File: src/rtl/rr_hold_arbiter_pkg.sv
// ----------------------------------------------------------------------------
// rr_hold_arbiter_pkg
//   Shared defaults and a small helper for the round-robin hold arbiter.
//   Contents:
//     RRH_DEF_N_REQ    - default number of requesters
//     RRH_DEF_MAX_HOLD - default maximum consecutive grant cycles
//     rr_next()        - wrap-around increment used to advance the pointer
// ----------------------------------------------------------------------------
package rr_hold_arbiter_pkg;

    localparam int unsigned RRH_DEF_N_REQ    = 4;
    localparam int unsigned RRH_DEF_MAX_HOLD = 8;

    // (k + 1) mod n without a divider.
    function automatic int unsigned rr_next(input int unsigned k, input int unsigned n);
        return (k + 1 >= n) ? 0 : k + 1;
    endfunction

endpackage

File: src/rtl/onehotIdx.sv
// ----------------------------------------------------------------------------
// onehotIdx
//   Converts a zero-hot / one-hot vector into the index of its set bit plus a
//   valid flag. Purely combinational.
//   Ports:
//     onehot [WIDTH-1:0]         - input vector, at most one bit set
//     idx    [$clog2(WIDTH)-1:0] - index of the set bit, 0 when none set
//     valid                      - high when any bit is set
// ----------------------------------------------------------------------------
module onehotIdx #(
    parameter int WIDTH = 4
) (
    input  logic [WIDTH-1:0]         onehot,
    output logic [$clog2(WIDTH)-1:0] idx,
    output logic                     valid
);

    localparam int IW = $clog2(WIDTH);

    // OR-reduction of indices: correct because at most one bit is set.
    always_comb begin
        idx = '0;
        for (int i = 0; i < WIDTH; i++) begin
            if (onehot[i]) idx = idx | IW'(i);
        end
    end

    assign valid = |onehot;

endmodule

File: src/rtl/rr_hold_arbiter.sv
// ----------------------------------------------------------------------------
// rr_hold_arbiter
//   Round-robin arbiter with a bounded hold. A granted requester keeps the
//   grant while its request stays high, up to MAX_HOLD cycles when others are
//   waiting; alone, it keeps the grant indefinitely. Grants are registered.
//   Ports:
//     i_clk       - clock, state updates on rising edge
//     i_rst_n     - asynchronous active-low reset
//     i_cg        - clock-gate enable; state frozen when low
//     i_req       - request vector [N_REQ-1:0]
//     o_gnt       - registered one-hot/zero-hot grant [N_REQ-1:0]
//     o_gntIdx    - index of the granted requester, 0 when none
//     o_gntValid  - high when o_gnt is nonzero
// ----------------------------------------------------------------------------
module rr_hold_arbiter
    import rr_hold_arbiter_pkg::*;
#(
    parameter int N_REQ    = RRH_DEF_N_REQ,
    parameter int MAX_HOLD = RRH_DEF_MAX_HOLD
) (
    input  logic                     i_clk,
    input  logic                     i_rst_n,
    input  logic                     i_cg,
    input  logic [N_REQ-1:0]         i_req,
    output logic [N_REQ-1:0]         o_gnt,
    output logic [$clog2(N_REQ)-1:0] o_gntIdx,
    output logic                     o_gntValid
);

    localparam int PW = $clog2(N_REQ);
    localparam int HW = $clog2(MAX_HOLD + 1);

    localparam logic [0:0] ST_IDLE  = 1'b0;
    localparam logic [0:0] ST_GRANT = 1'b1;

    localparam logic [HW-1:0]    HOLD_LAST = HW'(MAX_HOLD - 1);
    localparam logic [N_REQ-1:0] ONE       = {{(N_REQ-1){1'b0}}, 1'b1};

    logic [0:0]       state;
    logic [PW-1:0]    ptr;
    logic [HW-1:0]    hold_cnt;

    logic [N_REQ-1:0] cand;
    logic             own_req;
    logic             win_found;
    logic [PW-1:0]    win_idx;
    logic             do_load;
    logic             do_drop;
    logic             do_hold;

    // The current owner is never a candidate: when it drops, a late re-raise
    // must wait its turn, and on preemption it must yield to the others.
    assign cand    = i_req & ~o_gnt;
    assign own_req = |(i_req & o_gnt);

    // First candidate at or after ptr, wrapping.
    always_comb begin
        win_found = 1'b0;
        win_idx   = '0;
        for (int i = 0; i < N_REQ; i++) begin
            if (!win_found && cand[PW'((int'(ptr) + i) % N_REQ)]) begin
                win_found = 1'b1;
                win_idx   = PW'((int'(ptr) + i) % N_REQ);
            end
        end
    end

    always_comb begin
        do_load = 1'b0;
        do_drop = 1'b0;
        do_hold = 1'b0;
        if (state == ST_IDLE) begin
            do_load = win_found;
        end else if (!own_req) begin
            do_load = win_found;
            do_drop = !win_found;
        end else if (hold_cnt < HOLD_LAST) begin
            do_hold = 1'b1;
        end else begin
            // Hold budget spent: yield only if someone else is waiting,
            // otherwise stay and leave hold_cnt saturated.
            do_load = win_found;
        end
    end

    always_ff @(posedge i_clk or negedge i_rst_n) begin
        if (!i_rst_n) begin
            state    <= ST_IDLE;
            o_gnt    <= '0;
            ptr      <= '0;
            hold_cnt <= '0;
        end else if (i_cg) begin
            if (do_load) begin
                state    <= ST_GRANT;
                o_gnt    <= ONE << win_idx;
                ptr      <= PW'(rr_next(32'(win_idx), N_REQ));
                hold_cnt <= '0;
            end else if (do_drop) begin
                state    <= ST_IDLE;
                o_gnt    <= '0;
            end else if (do_hold) begin
                hold_cnt <= hold_cnt + 1'b1;
            end
        end
    end

    onehotIdx #(.WIDTH(N_REQ)) u_idx (
        .onehot (o_gnt),
        .idx    (o_gntIdx),
        .valid  (o_gntValid)
    );

endmodule

File: config.mk
export PLATFORM = sky130hd
export DESIGN_NAME = rr_hold_arbiter
export DESIGN_NICKNAME = d
export VERILOG_FILES = /design/src/rtl/rr_hold_arbiter_pkg.sv /design/src/rtl/onehotIdx.sv /design/src/rtl/rr_hold_arbiter.sv
export SDC_FILE = /design/constraint.sdc
export NUM_CORES = 1
export LEC_CHECK = 0
export CELL_PAD_IN_SITES_DETAIL_PLACEMENT = 0
export CELL_PAD_IN_SITES_GLOBAL_PLACEMENT = 1
export CORE_MARGIN = 1.5
export CORE_UTILIZATION = 38
export CTS_CLUSTER_SIZE = 16
export DETAILED_ROUTE_END_ITERATION = 8
export PLACE_DENSITY_LB_ADDON = 0.05
export SKIP_LAST_GASP = 1
export SLEW_MARGIN = 20
export SYNTH_ARGS = -nofsm -noshare
export SYNTH_HDL_FRONTEND = slang
export SYNTH_HIERARCHICAL = 1
export SYNTH_SLANG_ARGS = --single-unit
File: constraint.sdc
create_clock -name i_clk -period 2.5 [get_ports i_clk]
set_input_delay 0.625 -clock i_clk [delete_from_list [all_inputs] [get_ports i_clk]]
set_output_delay 0.625 -clock i_clk [all_outputs]
set_load 0.01 [all_outputs]
### Yosys cells after proc, flatten, opt, wreduce, memory -nomap -nowiden

Cells that the tools add are included.
Widths: inputs -> output; s select.

| word-level totals | value |
|---|---|
| register bits | 11 |
| input port bits | 7 |
| output and inout bits | 7 |
| word-level logic and storage cells | 73 |

| operators by class | value |
|---|---|
| add/sub/neg operators | 5 |
| magnitude comparators | 6 |
| equality and inequality tests | 1 |
| shift-type cells | 1 |
| multiplexer cells | 39 |
| bitwise logic cells | 3 |
| reductions and logical operators | 14 |

Operators with widths:

| cell | number |
|---|---|
| $mux 1 | 23 |
| $mux 4 | 5 |
| $lt 2x4->1 const B | 4 |
| $mux 2 | 7 |
| $and 4x4->4 | 2 |
| $bmux 1 s2 | 4 |
| $reduce_or 4->1 | 2 |
| $add 2x2->2 const B | 2 |
| $add 4x1->4 const B | 1 |
| $logic_not 1->1 | 4 |
| $lt 4x3->1 const B | 1 |
| $not 4->4 | 1 |
| $reduce_and 2->1 | 2 |
| $reduce_bool 2->1 | 2 |
| $shl 1x2->4 const A | 1 |
| $add 2x1->3 const B | 1 |
| $ge 3x3->1 const B | 1 |
| $logic_and 1x1->1 | 3 |
| $reduce_and 3->1 | 1 |
| $add 2x1->2 const B | 1 |
| $ne 2x2->1 const B | 1 |

### Logic depth before layout (Yosys ltp)

Gate-level depths: netlist of the first run.

| depth | value |
|---|---|
| word-level depth | 20 |
| gate-level depth with buffers | 7 |
| depth with buffers taken out | 7 |

### Hierarchy

The synthesis of the first run kept the hierarchy.

By module, submodules not included:

| module | times used | cells an instance | area an instance (sq um) | seq. area each (sq um) |
|---|---|---|---|---|
| rr_hold_arbiter | 1 | 69 | 720.7 | 275.3 |
| onehotIdx | 1 | 3 | 20.0 | 0.0 |

### Least setup slack after synthesis of the first run

OpenSTA, ideal clock, no wires.

| timing path | value |
|---|---|
| path type | input to register |
| start | input i_req[2] |
| end | register ptr[1] |
| setup time | 125 ps |
| data arrival time | 1951 ps |
| required time | 2375 ps |
| setup slack | 424 ps |
| stages on the path | 6 |
| buffers on the path | 0 |
| path through | nor2b_1 > a221oi_1 > o22ai_1 > inv_1 > ha_1 > mux2_4 |

| on the way | value |
|---|---|
| longest elaborated chain between the ends | 18 |
| elaborated cells on any way between the ends | 36 |
| those cells by class | 1 x add/sub; 1 x order compare; 24 x mux; 2 x bitwise; 8 x reduce/logical |

RTL lines:

| element | line | RTL |
|---|---|---|
| start, declared | rr_hold_arbiter.sv:24 | `input logic [N_REQ-1:0] i_req,` |
| branches (longest 18 deep; another with $and 4x4->4) | - |  |
| end signal, assigned | rr_hold_arbiter.sv:96 | `ptr <= PW'(rr_next(32'(win_idx), N_REQ));` |
| end, declared | rr_hold_arbiter.sv:40 | `logic [PW-1:0] ptr;` |

Parallel ways; which one is timed is not known. The select of a mux whose other input is x is not followed.
A chain may end at the register's enable or synchronous reset.

### Final worst setup path of the first run

| timing path | value |
|---|---|
| start | register o_gnt[3] |
| end | output o_gntValid |

| on the way | value |
|---|---|
| longest elaborated chain between the ends | 1 |

RTL lines:

| element | line | RTL |
|---|---|---|
| start, declared | rr_hold_arbiter.sv:25 | `output logic [N_REQ-1:0] o_gnt,` |
| start signal, assigned | rr_hold_arbiter.sv:95 | `o_gnt <= ONE << win_idx;` |
| $reduce_or 4->1 | onehotIdx.sv:28 | `assign valid = \|onehot;` |
| end, declared | rr_hold_arbiter.sv:27 | `output logic o_gntValid` |

Every way passes these cells.

==> results by stage, run 1 <==
Clock tree:
- The number of cells upsized or downsized after cts is 0.
- The TritonCTS clock tree is done.
- Once the clock tree was built, the setup fixing pass inserted 0 buffers.
- The clock reaches the later pin of the worst-skew pair after 0.26 ns.
- After clock tree synthesis, the clock-pin slew on the worst setup and hold paths is 0.07 ns.
- The number of buffers added to fix hold violations after cts is 0.
- The sink count of the clock tree is 11.
- The buffer levels on the longest clock path is 2.
- Clock tree synthesis selected as its root buffer the cell sky130_fd_sc_hd__clkbuf_4.
- The total number of H-tree levels is 1.
- In this run, CTS created clock tree buffers numbering 3.

Floorplan:
- The number of top-level design ports is 14.
- In this run the vertical extent of the chip is 47.2 µm.
- The die width is 47.2 µm.
- The initial core utilization is 0.415.
- The area of the core is 1780 µm².
- The die covers 2220 µm².
- The total number of placement rows is 15.

Routing:
- Dividing the detail-routed via count by the number of cells gives 5.16.
- Summing over every cut layer, the via total after detailed routing is 630.
- In the final routed layout, each cell accounts on average for 14.1 µm.
- The final routed wirelength across all metal layers is 1720 µm.
- For this run, design rule violations remaining after detail routing come to 0.
- The remaining number of nets flagged by the antenna check after routing is 0.
- The length of the first detailed-routing pass in iterations is 4.
- After the first detailed-routing iteration, the DRC count stood at 8.

Finish:
- For this run, the share of the core covered by cells in the final layout is 0.552.
- The area added between synthesis and finish is 32.9%.
- The number of antenna cells inserted is 0.
- In the layout the commonest cells are sky130_fd_sc_hd__clkdlybuf4s50_1, sky130_fd_sc_hd__dfrtp_1, sky130_fd_sc_hd__buf_4.
- The most common library cell in the layout ignoring fill and taps is sky130_fd_sc_hd__clkdlybuf4s50_1.
- The number of filler instances in the final layout is 171.
- In the final layout, the share of cells above drive strength 1 is 0.196.
- The number of nets at the end of the flow is 110.

Timing:
- The highest attainable clock frequency is 426 MHz.
- Setup repair after global routing left no endpoint under its margin.
- For the pin with the worst max-slew slack, the measured transition is 0.539 ns.
- The number of max-slew violations in the final report is 0.
- Clock skew on the completed layout was measured at 0.000744 ns.
- The post-layout worst setup margin is 0.151 ns.
- Setup violations remaining at the end of the flow were counted as 0.
- Measured against its own limit, the worst slew margin works out to 0.640.
- The final number of hold-violating endpoints is 0.
- On the final layout, the worst hold slack is 0.486 ns.
- The minimum period implied by the final worst setup slack is 2.35 ns.
- The final critical-path share of the clock period is 0.940.

Synthesis:
- The cell count after synthesis is 72.
- The number of unique standard cell types used by synthesis is 32.
- The main flop type after synthesis is sky130_fd_sc_hd__dfrtp_1.
- For this run, the register share of the synthesized area comes to 0.372.
- Counting flops with a built-in enable in the synthesized netlist gives 0.
- The mapped cell area is 741 µm².
- The flip-flop and latch count after synthesis is 11.
- The number of nets handed over by synthesis was 84.
- The fraction of synthesis flops using an asynchronous set or reset pin is 1.00.
- For this run, the number of Yosys warnings is 6.
- The synthesized area per cell is 10.3 µm².

Setup path:
- Data arrives at the worst endpoint at 1.72 ns.
- The type of the worst setup path is flip-flop to output pin.
- In this design, the largest share of critical-path delay is due to simple AND/OR/NAND/NOR gates.
- The required time of the worst setup path is 1.88 ns.
- The peak per-stage delay on the critical path is 0.52 ns.
- The worst setup path is launched from a flip-flop.
- The signal on the critical path passes through or4_1 -> clkdlybuf4s50_1.
- The capturing element type of the critical path is an output pin.
- The highest-delay cell along the critical path is sky130_fd_sc_hd__or4_1.
- The combined buffer and inverter count along the critical path is 1.
- The largest fanout on the critical path is 8.

Power and ir drop:
- The worst-case IR drop observed on VDD is 0.600 mV.
- The switching power as a share of total power is 0.401.
- Of the total power, registers draw 0.296.
- The internal power of the cells is 653 µW.
- The power per unit of standard cell area is 1110 nW/µm².
- The static leakage power is 0.000438 µW.
- The power share of the clock group is 0.110.
- Of the total power, combinational logic draws 0.594.
- Summed over all nets, the switching power comes to 437 µW.

Worst hold path:
- In this run the worst hold path is classified as flip-flop to flip-flop.

Place:
- The port buffer count is 13.
- The worst slack at placement is -0.0897 ns.
- At the end of routability-driven placement, the weighted congestion stood at 0.774.
- The wire-length estimate of the detail-placed layout is 1330 µm.

Global routing:
- For this run, the total global-route usage over all layers was measured as 0.191.
- The first global-routing pass estimated 2880 µm of wire.
- The initial antenna violation count came to 0.
- The number of global-route vias before repair is 639.
- The total grt overflow is 0.
- Entering global routing, the biggest net connects 12 pins.

Flow run:
- The max capacitance violation total is 0.

Outcome:
- The run finished with clean final reports.
[routing by layer]
metal | wire [µm] | share of wire | vias up | GRT usage
li1 | - | - | 318 | -
met1 | 864 | 0.50 | 291 | 0.265
met2 | 753 | 0.44 | 19 | 0.299
met3 | 85 | 0.050 | 2 | 0.0346
met4 | 11 | 0.0064 | 0 | 0.0667
met5 | 0 | 0 | - | 0
[registers in the layout (all words and copies together) (netlist names)]
register  flops
hold_cnt      4
o_gnt         4
ptr           2
state         1
[cell type report]
| class | instances | area [µm²] | share of cell area |
|---|---|---|---|
| clock buffers | 4 | 26.3 | 0.0267 |
| inverters | 8 | 30.0 | 0.0305 |
| multi-input cells | 52 | 424 | 0.431 |
| flip-flops and latches | 11 | 275 | 0.280 |
| well taps | 25 | 31.3 | 0.0318 |
| repair buffers | 22 | 198 | 0.201 |
[per-stage QoR]
step                setup TNS [ns]  cells  power [µW]  instance area [µm²]
floorplan                        0     72         695                  741
global placement           -0.0509    118         971                  958
detailed placement         -0.0897    118         974                  958
CTS                              0    122        1110                  985
global route                     0    122        1200                  985
finish                           0    122        1090                  985
[tightest hold or removal path: stages (launching register included)]
cell	delay [ns]
sky130_fd_sc_hd__dfrtp_1	0.35
sky130_fd_sc_hd__nand2_1	0.05
sky130_fd_sc_hd__o21ai_0	0.06
[synth_stat cells (2+ instances only)]
cell type / n / area, µm²
sky130_fd_sc_hd__o21ai_0: 5 / 25.0
sky130_fd_sc_hd__inv_1: 8 / 30.0
sky130_fd_sc_hd__nand2_1: 4 / 15.0
sky130_fd_sc_hd__dfrtp_1: 11 / 275
sky130_fd_sc_hd__ha_1: 5 / 62.6
sky130_fd_sc_hd__o22ai_1: 2 / 12.5
sky130_fd_sc_hd__o211ai_1: 4 / 30.0
sky130_fd_sc_hd__nor2b_2: 2 / 17.5
sky130_fd_sc_hd__nor2b_1: 2 / 12.5
sky130_fd_sc_hd__nand2b_1: 4 / 25.0
sky130_fd_sc_hd__nand3_1: 2 / 10.0
sky130_fd_sc_hd__or2_1: 3 / 18.8
[final timing paths]
kind                                         startpoint                       to  slack, ns  cells after the start
worst max register to register     o_gnt[2]$_DFFE_PN0P_       ptr[1]$_DFFE_PN0P_       0.59                      6
min in group asynchronous                       i_rst_n       ptr[0]$_DFFE_PN0P_       0.71                      1
worst min register to register  hold_cnt[3]$_DFFE_PN0P_  hold_cnt[3]$_DFFE_PN0P_       0.49                      2
worst min-delay path            hold_cnt[3]$_DFFE_PN0P_  hold_cnt[3]$_DFFE_PN0P_       0.49                      2
max in group asynchronous                       i_rst_n  hold_cnt[1]$_DFFE_PN0P_       1.43                      1
worst max-delay path               o_gnt[3]$_DFFE_PN0P_               o_gntValid       0.15                      2
[kinds of logic after synthesis]
logic type / share of synthesized area
AND/OR/NAND/NOR: 0.167
adder cells (fa/ha/maj): 0.0845
AO/OA/AOI/OAI: 0.287
multiplexers: 0.0338
flip-flops: 0.372
buffers and inverters: 0.0557
[power by group through the flow]
stage | registers [µW] | clock network (µW) | logic [µW]
floorplan | 313 | 0 | 382
global placement | 325 | 0 | 646
detailed placement | 327 | 0 | 647
CTS | 324 | 125 | 657
global route | 334 | 134 | 729
finish | 323 | 120 | 648
Note: power is estimated with default switching activity, not from simulation.
==> run 2: changes to the inputs <==
--- a/config.mk
+++ b/config.mk
@@ -8,9 +8,10 @@
 export CELL_PAD_IN_SITES_DETAIL_PLACEMENT = 0
 export CELL_PAD_IN_SITES_GLOBAL_PLACEMENT = 1
 export CORE_MARGIN = 1.5
-export CORE_UTILIZATION = 38
+export CORE_UTILIZATION = 25
 export CTS_CLUSTER_SIZE = 16
 export DETAILED_ROUTE_END_ITERATION = 8
+export HOLD_SLACK_MARGIN = 0.03
 export PLACE_DENSITY_LB_ADDON = 0.05
 export SKIP_LAST_GASP = 1
 export SLEW_MARGIN = 20
==> results by stage, run 2 (synthesis gave the netlist of run 1 again) <==
Outcome:
- The flow ran to the end, and the final reports show no timing, DRC or antenna violations.

Routing:
- The final routed wirelength across all metal layers is 1850 µm (+8.0%).
- The remaining number of nets flagged by the antenna check after routing is 0 (unchanged).
- The via count of the routed design came to 650 (+3.2%).
- The detail-routed net length per standard cell came to 14.0 µm (-0.14%).
- The final routed DRC violation total was 0 (unchanged).
- The average vias per placed instance is 4.92 (-4.6%).
- The initial DRC count is 29 (+21).
- The length of the first detailed-routing pass in iterations is 4 (unchanged).

Floorplan:
- The die span in y is 57.4 µm (+22%).
- The die footprint is 3300 µm² (+48%).
- The initial core utilization is 0.266 (-0.149).
- The area of the core was 2780 µm² (+56%).
- The die width came to 57.4 µm (+22%).
- The total number of placement rows is 19 (+4).
- The number of top-level design ports is 14 (unchanged).

Finish:
- The largest registers in the layout are hold_cnt (4), o_gnt (4), ptr (2).
- The number of antenna cells inserted is 0 (unchanged).
- The fraction of layout instances using a drive strength above 1 is 0.228 (+0.0318).
- The area added between synthesis and finish is 38.0%.
- In the layout the commonest cells are sky130_fd_sc_hd__clkdlybuf4s50_1, sky130_fd_sc_hd__buf_4, sky130_fd_sc_hd__dfrtp_1.
- The number of nets at the end of the flow is 114 (+3.6%).

Worst hold path:
- The worst hold path begins at hold_cnt[3]$_DFFE_PN0P_.
- The tightest min-delay check is of the flip-flop to flip-flop type.
- The sink of the worst hold path is hold_cnt[3]$_DFFE_PN0P_.
- The number of cells on the worst hold path is 2 (unchanged).

Timing:
- The final number of hold-violating endpoints came to 0 (unchanged).
- The sum of negative setup slack came to 0 ns (unchanged).
- The number of max-slew violations in the final report came to 0 (unchanged).
- The worst-margin pin slew is 0.517 ns (-0.0219 ns).
- The maximum clock skew at final layout is 0.00102 ns (+0.000278 ns).
- The highest attainable clock frequency is 420 MHz (-1.2%).
- The final critical-path share of the clock period came to 0.952 (+0.0119).
- The minimum period implied by the final worst setup slack is 2.38 ns (+0.0296 ns).
- The post-layout worst setup margin was 0.121 ns (-0.0296 ns).
- The count of final setup violators is 0 (unchanged).
- The remaining max-slew budget at the tightest pin is 0.654 (+0.0146).
- Setup repair after global routing left no endpoint under its margin.

Global routing:
- The global-route wire length before repair came to 3110 µm (+7.9%).
- The fraction of met1 tracks used by global routing is 0.175 (-0.0908).
- The pin count of the biggest net entering global routing is 12 (unchanged).
- The global-route usage over all layers is 0.127 (-0.0643).
- The total grt overflow is 0 (unchanged).
- The met3 track demand over resource in global routing is 0.0181 (-0.0165).
- met2 is the most crowded layer.
- The met2 usage is 0.185 (-0.114).
- The initial antenna violation count was 0 (unchanged).
- The number of global-route vias before repair is 645 (+0.94%).

Clock tree:
- The latest clock arrival within the worst-skew pair is 0.27 ns (about the same).
- The tree is rooted in a sky130_fd_sc_hd__clkbuf_4.
- The number of buffers created by CTS is 3 (unchanged).
- The buffer levels on the longest clock path is 2 (unchanged).
- The clock transition at the register clock pins on the worst setup and hold paths after CTS is 0.07 ns (about the same).
- The number of cells upsized or downsized after cts came to 0 (unchanged).
- The sink count of the clock tree is 11 (unchanged).
- The total setup buffers inserted after CTS came to 0 (unchanged).
- The TritonCTS clock tree is done.
- The number of buffers added to fix hold violations after cts is 0 (unchanged).
- The total number of H-tree levels is 1 (unchanged).

Setup path:
- The depth of the worst register-to-register path is 6 (unchanged).
- The data arrival time at the worst-slack endpoint is 1.75 ns (+0.03 ns).
- The capturing element type of the critical path is an output pin.
- The register-to-register setup slack is 0.61 ns (+0.02 ns).
- The worst setup path startpoint is o_gnt[3]$_DFFE_PN0P_.
- Traced cell by cell, the critical path runs through or4_1 -> clkdlybuf4s50_1.
- The sort of element at the start of the critical path is a flip-flop.
- The critical path is of the flip-flop to output pin type.
- The peak per-stage delay on the critical path is 0.53 ns (about the same).
- The highest-delay cell along the critical path is sky130_fd_sc_hd__or4_1.
- The required time of the worst setup path is 1.88 ns (about the same).
- Among cell families on the critical path, the largest total delay comes from simple AND/OR/NAND/NOR gates.
- The combined buffer and inverter count along the critical path is 1 (unchanged).
- The end of the worst register-to-register path is ptr[1]$_DFFE_PN0P_.
- The largest fanout on the critical path is 8 (unchanged).
- The startpoint identified for the worst register-to-register timing path is o_gnt[0]$_DFFE_PN0P_.

Place:
- The weighted congestion at the end of routability-driven global placement is 0.705 (-8.9%).
- The total half-perimeter wirelength after legalization and detailed placement is 1460 µm (+9.7%).
- The worst slack at placement came to -0.0641 ns (+0.0255 ns).
- The port buffer count is 13 (unchanged).

Power and ir drop:
- The power per unit of standard cell area is 1110 nW/µm² (+0.61%).
- The static leakage power is 0.000458 µW (+4.5%).
- The sum of internal, switching and leakage power was 1140 µW (+4.4%).
- The worst-case vdd ir drop is 0.453 mV (-25%).

Flow run:
- The max capacitance violation total is 0 (unchanged).
==> run 2: cell types whose count changed in the layout (fill, tap and decap cells not counted) <==
cell	before	now
sky130_fd_sc_hd__buf_4	9	13
==> run 2: power by group <==
| part | total [µW] | internal, µW | switching, µW | leakage [µW] |
|---|---|---|---|---|
| clock | 122 | 61.8 | 59.8 | 0.0000150 |
| combinational | 706 | 385 | 321 | 0.000301 |
| sequential | 311 | 238 | 73.3 | 0.000141 |
| total | 1140 | 685 | 454 | 0.000458 |
==> run 2: worst min-delay path: cells and delay by family, from the launching register on <==
family,cells,cell delay [ns]
and+or+nand+nor,1,0.04
DFF,1,0.34
AOI/OAI and AO/OA,1,0.06
==> run 2: layout make-up <==
type | count | area [µm²]
flip-flops and latches | 11 | 275
multi-input cells | 52 | 424
inverters | 8 | 30.0
repair buffers | 26 | 228
clock buffers | 4 | 26.3
fillers | 307 | 1760
well taps | 31 | 38.8
==> run 2: worst max path at each step <==
stage                                    end  slack, ns  depth (start not counted)
after global placement    ptr[1]$_DFFE_PN0P_      -0.07                          7
after floorplan           ptr[1]$_DFFE_PN0P_       0.42                          6
final                             o_gntValid       0.12                          2
after detailed placement  ptr[1]$_DFFE_PN0P_      -0.06                          7
after global routing              o_gntValid       0.05                          2
after CTS                         o_gntValid       0.11                          2
==> run 2: layer usage <==
metal,wire [µm],part of all wire
met4,45,0.024
met2,838,0.45
met3,79,0.043
met1,889,0.48
met5,0,0
==> run 2: per-stage QoR <==
| step | cells | hold WS, ns | utilization | instance area (µm²) |
|---|---|---|---|---|
| after detailed placement | 128 | 0.471 | 0.358 | 996 |
| after global placement | 128 | 0.462 | 0.358 | 996 |
| after CTS | 132 | 0.488 | 0.368 | 1020 |
| final | 132 | 0.482 | 0.368 | 1020 |
| after floorplan | 72 | 0.329 | - | 741 |
| after global routing | 132 | 0.532 | 0.368 | 1020 |
==> run 3: changes to the inputs <==
--- a/config.mk
+++ b/config.mk
@@ -11,9 +11,9 @@
 export CORE_UTILIZATION = 25
 export CTS_CLUSTER_SIZE = 16
 export DETAILED_ROUTE_END_ITERATION = 8
+export GPL_ROUTABILITY_DRIVEN = 0
 export HOLD_SLACK_MARGIN = 0.03
 export PLACE_DENSITY_LB_ADDON = 0.05
-export SKIP_LAST_GASP = 1
 export SLEW_MARGIN = 20
 export SYNTH_ARGS = -nofsm -noshare
 export SYNTH_HDL_FRONTEND = slang
==> results of run 3 <==
The final DEF is identical to that of run 2; final timing and power are the same.
